### src/rtl/ats21_pkg.sv
// rtl/ats21_pkg.sv - shared ATS21 alarm constants and event record (stamp field under ATS21_EVQ_STAMP_EN)
package ats21_pkg;

    localparam int NUM_ALARMS  = 24;
    localparam int ALARM_ID_W  = 5;
    localparam int EVT_STAMP_W = 16;

`ifdef ATS21_EVQ_STAMP_EN
    typedef struct packed {
        logic [ALARM_ID_W-1:0]  id;
        logic [EVT_STAMP_W-1:0] stamp;
    } evt_t;
`else
    typedef struct packed {
        logic [ALARM_ID_W-1:0] id;
    } evt_t;
`endif

    localparam int EVT_W = $bits(evt_t);

endpackage

### src/rtl/ats21_evq_fifo.sv
// rtl/ats21_evq_fifo.sv - synchronous event FIFO with registered head and push+pop when full
module ats21_evq_fifo #(
    parameter int DEPTH = 8,
    parameter int W     = 21
) (
    input  logic                       clk,
    input  logic                       reset,
    input  logic                       push,
    input  logic [W-1:0]               push_data,
    input  logic                       pop,
    output logic [W-1:0]               head_data,
    output logic                       full,
    output logic                       empty,
    output logic [$clog2(DEPTH):0]     count
);

    localparam int AW = $clog2(DEPTH);
    localparam int CW = AW + 1;

    logic [W-1:0]  mem [DEPTH];
    logic [AW-1:0] wr_ptr;
    logic [AW-1:0] rd_ptr;
    logic [AW-1:0] rd_ptr_n;
    logic [CW-1:0] after_pop;
    logic          do_push;
    logic          do_pop;

    assign empty     = (count == '0);
    assign full      = (count == CW'(DEPTH));
    assign do_pop    = pop & ~empty;
    assign do_push   = push & (~full | do_pop);
    assign rd_ptr_n  = rd_ptr + AW'(do_pop);
    assign after_pop = count - CW'(do_pop);

    always_ff @(posedge clk) begin
        if (do_push) begin
            mem[wr_ptr] <= push_data;
        end
    end

    // head_data is preloaded with the next head so it holds its last value once empty
    always_ff @(posedge clk or posedge reset) begin
        if (reset) begin
            wr_ptr    <= '0;
            rd_ptr    <= '0;
            count     <= '0;
            head_data <= '0;
        end else begin
            if (do_push) begin
                wr_ptr <= wr_ptr + AW'(1);
            end
            rd_ptr <= rd_ptr_n;
            count  <= after_pop + CW'(do_push);
            if (after_pop != '0) begin
                head_data <= mem[rd_ptr_n];
            end else if (do_push) begin
                head_data <= push_data;
            end
        end
    end

endmodule

### src/rtl/ats21_event_queue.sv
// rtl/ats21_event_queue.sv - ATS21 alarm edges to ordered event queue; timestamps under ATS21_EVQ_STAMP_EN
module ats21_event_queue #(
    parameter int NUM_ALARMS = ats21_pkg::NUM_ALARMS,
    parameter int DEPTH      = 8,
    parameter int STAMP_W    = ats21_pkg::EVT_STAMP_W
) (
    input  logic                  clk,
    input  logic                  reset,
    input  logic [NUM_ALARMS-1:0] alarm_data,
    input  logic [NUM_ALARMS-1:0] alarm_mask,
    output logic                  evt_valid,
    input  logic                  evt_ready,
    output logic [4:0]            evt_id,
    output logic [STAMP_W-1:0]    evt_stamp,
    output logic                  irq,
    output logic                  overflow,
    input  logic                  ovf_clr,
    output logic [7:0]            lost_cnt
);

    import ats21_pkg::*;

`ifdef ATS21_EVQ_STAMP_EN
    localparam int ENTRY_W = ALARM_ID_W + STAMP_W;
`else
    localparam int ENTRY_W = ALARM_ID_W;
`endif

    logic [NUM_ALARMS-1:0] data_q;
    logic [NUM_ALARMS-1:0] pending;
    logic [NUM_ALARMS-1:0] rise;
    logic [NUM_ALARMS-1:0] low_vec;
    logic [NUM_ALARMS-1:0] push_vec;
    logic [NUM_ALARMS-1:0] lost_vec;
    logic                  armed;
    logic [ALARM_ID_W-1:0] sel_id;
    logic                  push;
    logic                  pop;
    logic                  full;
    logic                  empty;
    logic [ENTRY_W-1:0]    push_data;
    logic [ENTRY_W-1:0]    head_data;
    logic [7:0]            n_lost;
    logic [8:0]            lost_sum;

    // armed masks the first cycle after reset so a level already high is not an edge
    assign rise = armed ? (alarm_data & ~data_q & ~alarm_mask) : '0;

    always_comb begin
        sel_id = '0;
        for (int i = NUM_ALARMS - 1; i >= 0; i--) begin
            if (pending[i]) begin
                sel_id = ALARM_ID_W'(i);
            end
        end
    end

    assign low_vec   = pending & (~pending + NUM_ALARMS'(1));
    assign evt_valid = ~empty;
    assign pop       = evt_valid & evt_ready;
    assign push      = (|pending) & (~full | pop);
    assign push_vec  = push ? low_vec : '0;
    assign lost_vec  = rise & pending & ~push_vec;
    assign irq       = evt_valid | overflow;

    always_comb begin
        n_lost = '0;
        for (int i = 0; i < NUM_ALARMS; i++) begin
            n_lost = n_lost + 8'(lost_vec[i]);
        end
    end

    // a drop in the same cycle as ovf_clr restarts the count instead of being cleared
    assign lost_sum = (ovf_clr ? 9'd0 : {1'b0, lost_cnt}) + {1'b0, n_lost};

    always_ff @(posedge clk or posedge reset) begin
        if (reset) begin
            data_q   <= '0;
            armed    <= 1'b0;
            pending  <= '0;
            overflow <= 1'b0;
            lost_cnt <= '0;
        end else begin
            data_q  <= alarm_data;
            armed   <= 1'b1;
            pending <= (pending & ~push_vec) | rise;
            if (|lost_vec) begin
                overflow <= 1'b1;
                lost_cnt <= lost_sum[8] ? 8'hFF : lost_sum[7:0];
            end else if (ovf_clr) begin
                overflow <= 1'b0;
                lost_cnt <= '0;
            end
        end
    end

`ifdef ATS21_EVQ_STAMP_EN
    logic [STAMP_W-1:0] tcnt;
    logic [STAMP_W-1:0] stamp [NUM_ALARMS];
    logic [STAMP_W-1:0] sel_stamp;

    always_comb begin
        sel_stamp = '0;
        for (int i = NUM_ALARMS - 1; i >= 0; i--) begin
            if (pending[i]) begin
                sel_stamp = stamp[i];
            end
        end
    end

    // a dropped edge keeps the stamp of the event still waiting
    always_ff @(posedge clk or posedge reset) begin
        if (reset) begin
            tcnt <= '0;
            for (int i = 0; i < NUM_ALARMS; i++) begin
                stamp[i] <= '0;
            end
        end else begin
            tcnt <= tcnt + STAMP_W'(1);
            for (int i = 0; i < NUM_ALARMS; i++) begin
                if (rise[i] && !lost_vec[i]) begin
                    stamp[i] <= tcnt;
                end
            end
        end
    end

    assign push_data = {sel_id, sel_stamp};
    assign evt_id    = head_data[ENTRY_W-1 -: ALARM_ID_W];
    assign evt_stamp = head_data[STAMP_W-1:0];
`else
    assign push_data = sel_id;
    assign evt_id    = head_data;
    assign evt_stamp = '0;
`endif

    ats21_evq_fifo #(
        .DEPTH (DEPTH),
        .W     (ENTRY_W)
    ) u_fifo (
        .clk       (clk),
        .reset     (reset),
        .push      (push),
        .push_data (push_data),
        .pop       (pop),
        .head_data (head_data),
        .full      (full),
        .empty     (empty),
        .count     ()
    );

endmodule
### config.mk
export PLATFORM = sky130hd
export DESIGN_NAME = ats21_event_queue
export DESIGN_NICKNAME = d
export VERILOG_FILES = /design/src/rtl/ats21_pkg.sv /design/src/rtl/ats21_evq_fifo.sv /design/src/rtl/ats21_event_queue.sv
export SDC_FILE = /design/constraint.sdc
export NUM_CORES = 1
export LEC_CHECK = 0
export CAP_MARGIN = 20
export CELL_PAD_IN_SITES_DETAIL_PLACEMENT = 0
export CELL_PAD_IN_SITES_GLOBAL_PLACEMENT = 1
export CORE_AREA = 2 2 120 122
export CTS_CLUSTER_SIZE = 24
export DETAILED_ROUTE_END_ITERATION = 7
export DIE_AREA = 0 0 122 124
export DONT_BUFFER_PORTS = 1
export PLACE_DENSITY_LB_ADDON = 0.08
export SLEW_MARGIN = 15
export SYNTH_ARGS = -nofsm -noshare
export SYNTH_HDL_FRONTEND = slang
export SYNTH_SLANG_ARGS = --single-unit
### constraint.sdc
create_clock -name clk -period 8.6 [get_ports clk]
set_input_delay 1.29 -clock clk [delete_from_list [all_inputs] [get_ports clk]]
set_output_delay 1.29 -clock clk [all_outputs]
set_load 0.1 [all_outputs]
==> reports/summary.json <==
{
  "run_status": "finished clean",
  "syn_inst": 521,
  "tritoncts": "yes",
  "cts.hold.buffers_added": 0,
  "fin_util": 0.496,
  "drtIter0Drc": 253,
  "core_region_area_um2": 13700,
  "crit_path_dat_ns": 7.17,
  "startpoint_types": "input pin",
  "setup_total_negative_slack_ns": 0,
  "cts.root.buffer_cell": "sky130_fd_sc_hd__clkbuf_16",
  "cts.reportedPaths.clkPinSlew_ns": 0.05,
  "final_antenna_net_count": 0,
  "area_growth_syn_to_layout_pct": 10.7,
  "ys_async_sr_fraction": 0.646,
  "postCtsSetupRepairBufs": 0,
  "synth.ff_latch_count": 113,
  "synth_cell_type_count": 71,
  "detail_route.wl_per_cell_um": 19.5,
  "share_comb_of_total_power": 0.289,
  "power_switching_uw": 956,
  "netlist_area_um2": 6150,
  "leakagePower_nw": 2.85,
  "min_tclk_post_route_ns": 6.84,
  "post_cts.resized_instances": 0,
  "antenna_cells_inserted": 0,
  "hold_path.class": "reg -> reg",
  "worst_slew_margin_rel": 0.251,
  "ys.warnings.count": 0,
  "tritoncts.num_buffers": 17,
  "endpoint_kind": "register",
  "vdd.ir_drop.worst_uv": 140,
  "global_route_wire_length_before_repair_mm": 22.5,
  "ios": 84,
  "mostFrequentLayoutCell": "sky130_fd_sc_hd__dfrtp_1",
  "fmaxAchievable_mhz": 146,
  "slew_violations": 0,
  "seq_area_frac_synth": 0.492,
  "gp_congestion": 0.816,
  "clock-sinks": 113,
  "post_route_drc_violation_count": 0,
  "std_cell_rows": 43,
  "wl_mm": 14.0,
  "mostFrequentLayoutCells": "sky130_fd_sc_hd__dfrtp_1 (73), sky130_fd_sc_hd__edfxtp_1 (40), sky130_fd_sc_hd__inv_1 (36)",
  "share_seq_of_total_power": 0.432,
  "rsz0062_at_grt": "false",
  "dominantRegCellSynth": "sky130_fd_sc_hd__dfrtp_1",
  "clock-skew-final_ns": 0.00978,
  "vias_per_cell": 5.59,
  "critPathRequiredTime_ns": 8.93,
  "grt_antenna_before_repair": 0,
  "cts.path.max_buffers": 2,
  "h-tree-depth": 4,
  "final_net_count": 616,
  "power_switching_share": 0.393,
  "period_share": 0.795,
  "overall_die_width_um": 122,
  "worst_r2r_setup_slack_ns": 1.80,
  "grt_pass1_vias": 4157,
  "power_density_nw_per_um2": 357,
  "floorplan.initialDensity": 0.448,
  "grt.total_usage": 0.202,
  "die_height_um": 124,
  "post_synth_edffs": 40,
  "critical_path.max_fanout": 13,
  "maximum_number_of_pins_on_one_net_before_global_route_repair": 65,
  "internal_power_mw": 1.47,
  "criticalPathCategory": "in -> reg",
  "max_cap_violations": 0,
  "final-instance-count-excl-fill": 719,
  "globalRouteOverflowTotal": 0,
  "avg_inst_size_synth_um2": 11.8,
  "hold_viol": 0,
  "setup_viol": 0,
  "max_slew.worst_pin.slew_ns": 1.12,
  "pwr-share-clk": 0.278,
  "detailedRoute.firstPassIterationCount": 4,
  "num_vias": 4020,
  "port_buffers": 0,
  "placed_area_um2": 6240,
  "placed_cells": 687,
  "worstSkewPairLatency_ns": 0.41,
  "final_cell_area_um2": 6810,
  "die_area_um2": 15100,
  "total_power_mw": 2.43,
  "dpl.hpwl_mm": 10.7,
  "layout-drive-gt1-share": 0.106,
  "fillerInstances": 1246
}
[cells by family (layout without fill, tap and decap cells)]
logic type	Yosys count	after routing	share of synthesized area
xor+xnor	9	9	0.0128
buf+inv	70	73	0.0578
mux	17	17	0.0484
flops	113	113	0.492
simple gates	179	179	0.179
compound gates	93	93	0.108
other cells	2	17	0.00122
fa+ha+maj	38	38	0.100
[per-layer routing]
metal  share of wire  vias up  track usage
li1                -     1890            -
met1            0.44     2015        0.257
met2            0.49       98        0.331
met3           0.054       17       0.0586
met4           0.018        0       0.0697
met5               0        -            0
[critical path, cell delays in order]
cell and delay (ns):
sky130_fd_sc_hd__nand2b_1 0.21, sky130_fd_sc_hd__nor2_1 0.68, sky130_fd_sc_hd__o21ai_0 0.25, sky130_fd_sc_hd__nor2_1 0.22, sky130_fd_sc_hd__fa_1 0.44, sky130_fd_sc_hd__inv_1 0.09
sky130_fd_sc_hd__fa_1 0.42, sky130_fd_sc_hd__fa_1 0.49, sky130_fd_sc_hd__fa_1 0.54, sky130_fd_sc_hd__fa_1 0.43, sky130_fd_sc_hd__fa_1 0.40, sky130_fd_sc_hd__inv_1 0.08
sky130_fd_sc_hd__fa_1 0.20, sky130_fd_sc_hd__nand2_1 0.07, sky130_fd_sc_hd__nand2_1 0.06, sky130_fd_sc_hd__a21oi_1 0.09, sky130_fd_sc_hd__o21bai_1 0.14, sky130_fd_sc_hd__a21oi_1 0.12
sky130_fd_sc_hd__nor3b_1 0.68, sky130_fd_sc_hd__nor3b_1 0.10, sky130_fd_sc_hd__a21oi_1 0.15
[final timing paths]
check	startpoint	to	cells past startpoint
worst max-delay path	evt_ready	lost_cnt[0]	21
min in group asynchronous	reset	data_q[7]	1
worst min register to register	data_q[9]	pending[9]	2
worst max register to register	pending[8]	lost_cnt[0]	21
worst min-delay path	data_q[9]	pending[9]	2
max in group asynchronous	reset	data_q[2]	2
[per-stage QoR]
| stage | setup WS [ns] | hold WS [ns] |
|---|---|---|
| 3_3_place_gp | 1.56 | 0.544 |
| 6_report | 1.76 | 0.548 |
| 4_1_cts | 1.78 | 0.550 |
| 3_5_place_dp | 1.39 | 0.545 |
| 5_1_grt | 1.33 | 0.587 |
| 2_1_floorplan | 2.23 | 0.475 |
[synth_stat cells (4+ instances only)]
master	count	area, µm²
sky130_fd_sc_hd__buf_4	16	120
sky130_fd_sc_hd__nor3_1	20	100
sky130_fd_sc_hd__or2_2	5	31.3
sky130_fd_sc_hd__a211oi_1	4	30.0
sky130_fd_sc_hd__clkbuf_1	9	33.8
sky130_fd_sc_hd__buf_6	4	45.0
sky130_fd_sc_hd__o211ai_1	5	37.5
sky130_fd_sc_hd__inv_1	37	139
sky130_fd_sc_hd__nand2b_1	11	68.8
sky130_fd_sc_hd__mux2i_1	5	50.1
sky130_fd_sc_hd__o21a_1	4	30.0
sky130_fd_sc_hd__xnor2_1	6	52.6
sky130_fd_sc_hd__nor4bb_1	22	220
sky130_fd_sc_hd__fa_1	19	380
sky130_fd_sc_hd__o21ai_0	15	75.1
sky130_fd_sc_hd__nor2_1	32	120
sky130_fd_sc_hd__or3_1	8	50.1
sky130_fd_sc_hd__o21bai_1	8	60.1
sky130_fd_sc_hd__mux4_2	10	225
sky130_fd_sc_hd__nor2b_1	8	50.1
sky130_fd_sc_hd__edfxtp_1	40	1200
sky130_fd_sc_hd__a21oi_1	12	60.1
sky130_fd_sc_hd__a21o_1	14	105
sky130_fd_sc_hd__nand3_1	6	30.0
sky130_fd_sc_hd__and2_1	8	50.1
sky130_fd_sc_hd__nand2_1	30	113
sky130_fd_sc_hd__ha_1	19	238
sky130_fd_sc_hd__nor4_1	7	43.8
sky130_fd_sc_hd__dfrtp_1	73	1830
[sequential cells by signal, indices dropped and copies added (netlist names)]
register and cells:
u_fifo.mem 40, u_fifo.head_data 5, lost_cnt 8, u_fifo.rd_ptr 3, u_fifo.wr_ptr 3, armed 1, overflow 1, data_q 24
pending 24, u_fifo.count 4
[cell type report]
type,count,area (µm²),share of cell area
inverters,38,144,0.0211
clock inverters,8,113,0.0165
multi-input cells,353,2830,0.415
flip-flops and latches,113,3030,0.445
repair buffers,3,22.5,0.00331
well taps,180,225,0.0331
clock buffers,24,452,0.0663
[power by group through the flow]
stage | Clock, mW | Combinational (mW) | Sequential, mW
floorplan | 0 | 0.586 | 1.01
global placement | 0 | 0.701 | 1.06
detailed placement | 0 | 0.711 | 1.06
CTS | 0.691 | 0.716 | 1.05
global route | 0.720 | 0.784 | 1.07
finish | 0.677 | 0.703 | 1.05
Power figures use the tool's default switching activity.
